==> src/rtl/bsg_manycore_store_tracker.sv <==
// Counts outstanding remote stores, classifies return packets, and serves fence/query requests.
// Latency: counter/flags 1 cycle; query response 1 cycle after accept; fence response 1 cycle after count_r reaches 0 in WAIT (min 2).
// Backpressure: return packets always consumed; one fence/query in flight, response held until fence_yumi_i.
module bsg_manycore_store_tracker #(
    parameter int x_cord_width_p      = 4,
    parameter int y_cord_width_p      = 4,
    parameter int data_width_p        = 32,
    parameter int cntr_width_p        = 16,
    parameter int ret_packet_width_lp = 5 + x_cord_width_p + y_cord_width_p
) (
    input  logic                           clk_i,
    input  logic                           reset_i,
    input  logic [x_cord_width_p-1:0]      my_x_i,
    input  logic [y_cord_width_p-1:0]      my_y_i,
    input  logic                           store_sent_i,
    output logic                           store_stall_o,
    input  logic                           ret_v_i,
    input  logic [ret_packet_width_lp-1:0] ret_data_i,
    output logic                           ret_ready_o,
    input  logic                           fence_v_i,
    input  logic                           fence_op_i,
    output logic                           fence_ready_o,
    output logic                           fence_v_o,
    output logic [data_width_p-1:0]        fence_data_o,
    input  logic                           fence_yumi_i,
    output logic [cntr_width_p-1:0]        out_stores_o,
    output logic                           err_underflow_o,
    output logic                           err_overflow_o,
    output logic                           err_misroute_o,
    output logic                           err_unknown_o
);

    typedef enum logic [1:0] {IDLE, WAIT, RESP} state_e;

    logic [4:0]                ret_op;
    logic [y_cord_width_p-1:0] ret_y;
    logic [x_cord_width_p-1:0] ret_x;
    logic                      pkt_unknown, pkt_misroute, pkt_ack;

    assign ret_op = ret_data_i[ret_packet_width_lp-1 -: 5];
    assign ret_y  = ret_data_i[x_cord_width_p +: y_cord_width_p];
    assign ret_x  = ret_data_i[x_cord_width_p-1:0];

    assign pkt_unknown  = ret_v_i & (ret_op != 5'd0);
    assign pkt_misroute = ret_v_i & (ret_op == 5'd0) & ((ret_x != my_x_i) | (ret_y != my_y_i));
    assign pkt_ack      = ret_v_i & (ret_op == 5'd0) & (ret_x == my_x_i) & (ret_y == my_y_i);

    logic [cntr_width_p-1:0] count_r;
    logic [data_width_p-1:0] count_ext;
    logic                    underflow_r, overflow_r, misroute_r, unknown_r;
    logic                    cnt_full, cnt_zero;

    assign cnt_full  = (count_r == '1);
    assign cnt_zero  = (count_r == '0);
    assign count_ext = data_width_p'(count_r);

    always_ff @(posedge clk_i) begin
        if (reset_i) begin
            count_r     <= '0;
            underflow_r <= 1'b0;
            overflow_r  <= 1'b0;
            misroute_r  <= 1'b0;
            unknown_r   <= 1'b0;
        end else begin
            // A store and an ack in the same cycle cancel out.
            if (store_sent_i & ~pkt_ack) begin
                if (cnt_full) overflow_r <= 1'b1;
                else          count_r    <= count_r + 1'b1;
            end else if (pkt_ack & ~store_sent_i) begin
                if (cnt_zero) underflow_r <= 1'b1;
                else          count_r     <= count_r - 1'b1;
            end
            if (pkt_unknown)  unknown_r  <= 1'b1;
            if (pkt_misroute) misroute_r <= 1'b1;
        end
    end

`ifndef SYNTHESIS
    always_ff @(posedge clk_i) begin
        if (!reset_i) begin
            if (pkt_ack & ~store_sent_i & cnt_zero)
                $display("store_tracker: underflow, ack with no outstanding stores");
            if (store_sent_i & ~pkt_ack & cnt_full)
                $display("store_tracker: overflow, store issued at saturated count");
            if (pkt_unknown)
                $display("store_tracker: unknown return op %0d dropped", ret_op);
            if (pkt_misroute)
                $display("store_tracker: misrouted return packet x=%0d y=%0d dropped", ret_x, ret_y);
        end
    end
`endif

    state_e                  state_r;
    logic                    fence_ready_r, fence_v_r;
    logic [data_width_p-1:0] resp_r;

    always_ff @(posedge clk_i) begin
        if (reset_i) begin
            state_r       <= IDLE;
            fence_ready_r <= 1'b1;
            fence_v_r     <= 1'b0;
            resp_r        <= '0;
        end else begin
            case (state_r)
                IDLE: if (fence_v_i) begin
                    fence_ready_r <= 1'b0;
                    if (fence_op_i) begin
                        state_r <= WAIT;
                    end else begin
                        // Snapshot is the count before this cycle's update.
                        resp_r    <= count_ext;
                        fence_v_r <= 1'b1;
                        state_r   <= RESP;
                    end
                end
                WAIT: if (cnt_zero) begin
                    resp_r    <= '0;
                    fence_v_r <= 1'b1;
                    state_r   <= RESP;
                end
                RESP: if (fence_yumi_i) begin
                    fence_v_r     <= 1'b0;
                    fence_ready_r <= 1'b1;
                    state_r       <= IDLE;
                end
                default: begin
                    fence_v_r     <= 1'b0;
                    fence_ready_r <= 1'b1;
                    state_r       <= IDLE;
                end
            endcase
        end
    end

    assign ret_ready_o     = 1'b1;
    assign store_stall_o   = cnt_full;
    assign fence_ready_o   = fence_ready_r;
    assign fence_v_o       = fence_v_r;
    assign fence_data_o    = resp_r;
    assign out_stores_o    = count_r;
    assign err_underflow_o = underflow_r;
    assign err_overflow_o  = overflow_r;
    assign err_misroute_o  = misroute_r;
    assign err_unknown_o   = unknown_r;

endmodule

==> config.mk <==
export PLATFORM = sky130hd
export DESIGN_NAME = bsg_manycore_store_tracker
export DESIGN_NICKNAME = d
export VERILOG_FILES = /design/src/rtl/bsg_manycore_store_tracker.sv
export SDC_FILE = /design/constraint.sdc
export NUM_CORES = 1
export LEC_CHECK = 0
export BUFFER_PORTS_ARGS = -buffer_cell sky130_fd_sc_hd__clkbuf_2
export CELL_PAD_IN_SITES_DETAIL_PLACEMENT = 0
export CELL_PAD_IN_SITES_GLOBAL_PLACEMENT = 1
export CORE_MARGIN = 5
export CORE_UTILIZATION = 40
export CTS_CLUSTER_SIZE = 20
export DETAILED_ROUTE_END_ITERATION = 12
export PLACE_DENSITY_LB_ADDON = 0.1
export SLEW_MARGIN = 10
export SYNTH_ARGS = -nofsm -noshare
export SYNTH_HDL_FRONTEND = slang
export SYNTH_SLANG_ARGS = --single-unit
==> constraint.sdc <==
create_clock -name clk_i -period 6.6 [get_ports clk_i]
set_input_delay 0.66 -clock clk_i [delete_from_list [all_inputs] [get_ports clk_i]]
set_output_delay 0.66 -clock clk_i [all_outputs]
set_load 0.05 [all_outputs]
==> flow_summary.ini <==
[cts]
clockBufferDepth = 2
hold_buffers = 0
tritoncts = built
clkTransAtPathRegs_ns = 0.08
cts_resized = 0
clock_sinks = 40
cts_buffers = 5
clockRootBuffer = clkbuf_8
cts_setup_buffers = 0
htreeDepth = 2
clk_latency_ns = 0.29

[route]
wirelength_um = 6400
routedWlPerCell_um = 14.5
dr_total_vias = 2300
vias_per_cell = 5.20
drtIter0Drc = 69
drcViolationCount = 0
dr.pass1.iters = 4
ant_nets = 0

[synth]
syn_inst = 306
seq_area_frac_synth_pct = 31.4
synth_edf_count = 0
synth_top_cell_area_share_pct = 31.4
async_flop_share_pct = 0
synth_cell_types = 52
ys_top_cells_by_area = dfxtp_1 (31%), ha_1 (8.3%), nor2_1 (6.5%)
synth_area_um2 = 2550
syn-mean-instance-area_um2 = 8.33
synth_top_area_cell = dfxtp_1
synth_ff_type = dfxtp_1
synth_seq_cells = 40
yosysWarnings = 0

[worst_setup_path]
worst-r2r-cell-count = 8
required_ns = 6.79
arrival_ns = 3.99
r2r_end = out_stores_o[12]
path_cells = clkbuf_2 > or4_1 > nor2_1 > nand4_1 > ha_1 > inv_1 > ha_1 > o21ai_0 > o211ai_1 > nand2_1 > o21ai_1 > mux2i_1 > mux2_1
critPathLaunch = ret_data_i[8]
crit_path_end = out_stores_o[15]
crit_path_frequent_cell = ha_1
crit_buf_inv = 2
startpoint_type = input pin
cp_top_family = simple AND/OR/NAND/NOR gates
rrSetupSlack_ns = 4.11
crit_path_end_kind = flip-flop
cp_slowest_cell = or4_1
path_depth = 13
criticalPathCategory = input pin to flip-flop
cp_max_fo = 15
r2r_start = out_stores_o[0]
crit_path_max_incr_delay_ns = 0.50

[global_route]
antenna_found_initial = 0
grt_pass1_wl_um = 10900
grt_overflow = 0
grt_use_total_pct = 16.1
grt_pass1_vias = 2300
grt_max_degree = 46

[floorplanning]
start_util_pct = 40.6
num_io_pins = 84
die_y_um = 89.8
row_count = 29
core_area_um2 = 6280
design.die.area_um2 = 8070
die_w_um = 89.8

[job]
max_cap_violations = 0

[layout]
drive_gt1_share_pct = 22.7
postLayoutCoreUtil_pct = 46.9
final_common_cell = clkbuf_2
layout.nets = 411
fillers = 672
seq_area_um2 = 801
area_growth_pct = 15.5
final_design_area_no_fill_um2 = 2940
final_cell_mix = clkbuf_2 (66), nor2_1 (44), dfxtp_1 (40)
stdcell_count = 442
insertedDiodeCount = 0
multi_input_area_um2 = 1560

[outcome]
status = complete, no violations

[timing]
min_period_ns = 3.80
worst_pin_slew_ns = 1.15
slew_viol_final = 0
fmax_mhz = 263
holdWs_ns = 0.478
skew_ns = 0.00456
slew_headroom_pct = 23.0
finalSetupTns_ns = 0
fin_crit_sh_pct = 57.6
grt_setup_unrepaired = no
finalHoldViolations = 0
setup_ws_ns = 2.80
setup_viol = 0

[placed_design]
placed_area_um2 = 2810
dp_slack_ns = 2.48
hpwl_um = 4820
dpl.cell_count = 435
io_buffer_count = 66
gp_congestion = 0.798

[power_and_ir_drop]
power.density_nw_per_um2 = 292
total_power_mw = 0.860
ir_drop_mv = 0.155
p_leak_nw = 1.33

[min_path]
min_path_type = flip-flop to flip-flop
min-delay-start = fence_v_o
==> tightest hold or removal path, delay by kind of cell, from the launching register on <==
kind,cells,cell delay [ns]
flip-flops,1,0.32
AO/OA/AOI/OAI,1,0.06
AND/OR/NAND/NOR,1,0.06
==> sequential cells by signal (all words and copies together) (netlist names) <==
name and flops:
fence_ready_o 1, out_stores_o 16, err_misroute_o 1, fence_v_o 1, err_overflow_o 1, state_r 2, err_unknown_o 1, err_underflow_o 1
fence_data_o 16
==> layout make-up <==
class	instances	share of cell area, %
inverters	8	1.02
multi-input cells	244	52.9
clock inverters	2	2.04
well taps	77	3.27
repair buffers	66	11.2
flip-flops and latches	40	27.2
clock buffers	5	2.34
==> cells in the mapped netlist (all sizes together) (7+ instances only) <==
master   n
inv      8
nand2b  13
o21ai   11
ha      17
nor2    44
xnor2    9
a21oi   27
nor4     7
nand2   21
buf     24
dfxtp   40
a22oi   16
xor2     8
nand3   10
==> cells by family after synthesis <==
family | Yosys count | share of synthesized area [%]
compound gates | 77 | 20.3
flops | 40 | 31.4
other cells | 2 | 0.295
buf+inv | 37 | 9.72
simple gates | 111 | 21.7
mux | 4 | 1.67
fa+ha+maj | 18 | 9.13
xor+xnor | 17 | 5.84
==> layer usage <==
layer / share of wire (%) / routed length (um) / track usage [%]
met5: 0 / 0 / 0
met4: 1.7 / 108 / 4.66
met3: 6.4 / 409 / 4.34
met2: 47 / 3000 / 26.6
met1: 45 / 2880 / 20.5
==> worst min-delay path by stage <==
stage                                 to  slack (ns)  cells past startpoint
final                          fence_v_o        0.48                      2
after global placement         fence_v_o        0.46                      2
after floorplan               state_r[0]        0.45                      1
after global routing           fence_v_o        0.50                      2
after CTS                      fence_v_o        0.48                      2
after detailed placement  err_misroute_o        0.47                      2
==> report_power, final <==
part | internal (mW) | leakage (nW) | total [mW] | switching, mW
Sequential | 0.264 | 0.327 | 0.302 | 0.0382
Clock | 0.149 | 0.0642 | 0.235 | 0.0865
Combinational | 0.105 | 0.941 | 0.323 | 0.218
Total | 0.518 | 1.33 | 0.860 | 0.343
(Power assumes the default switching activity.)
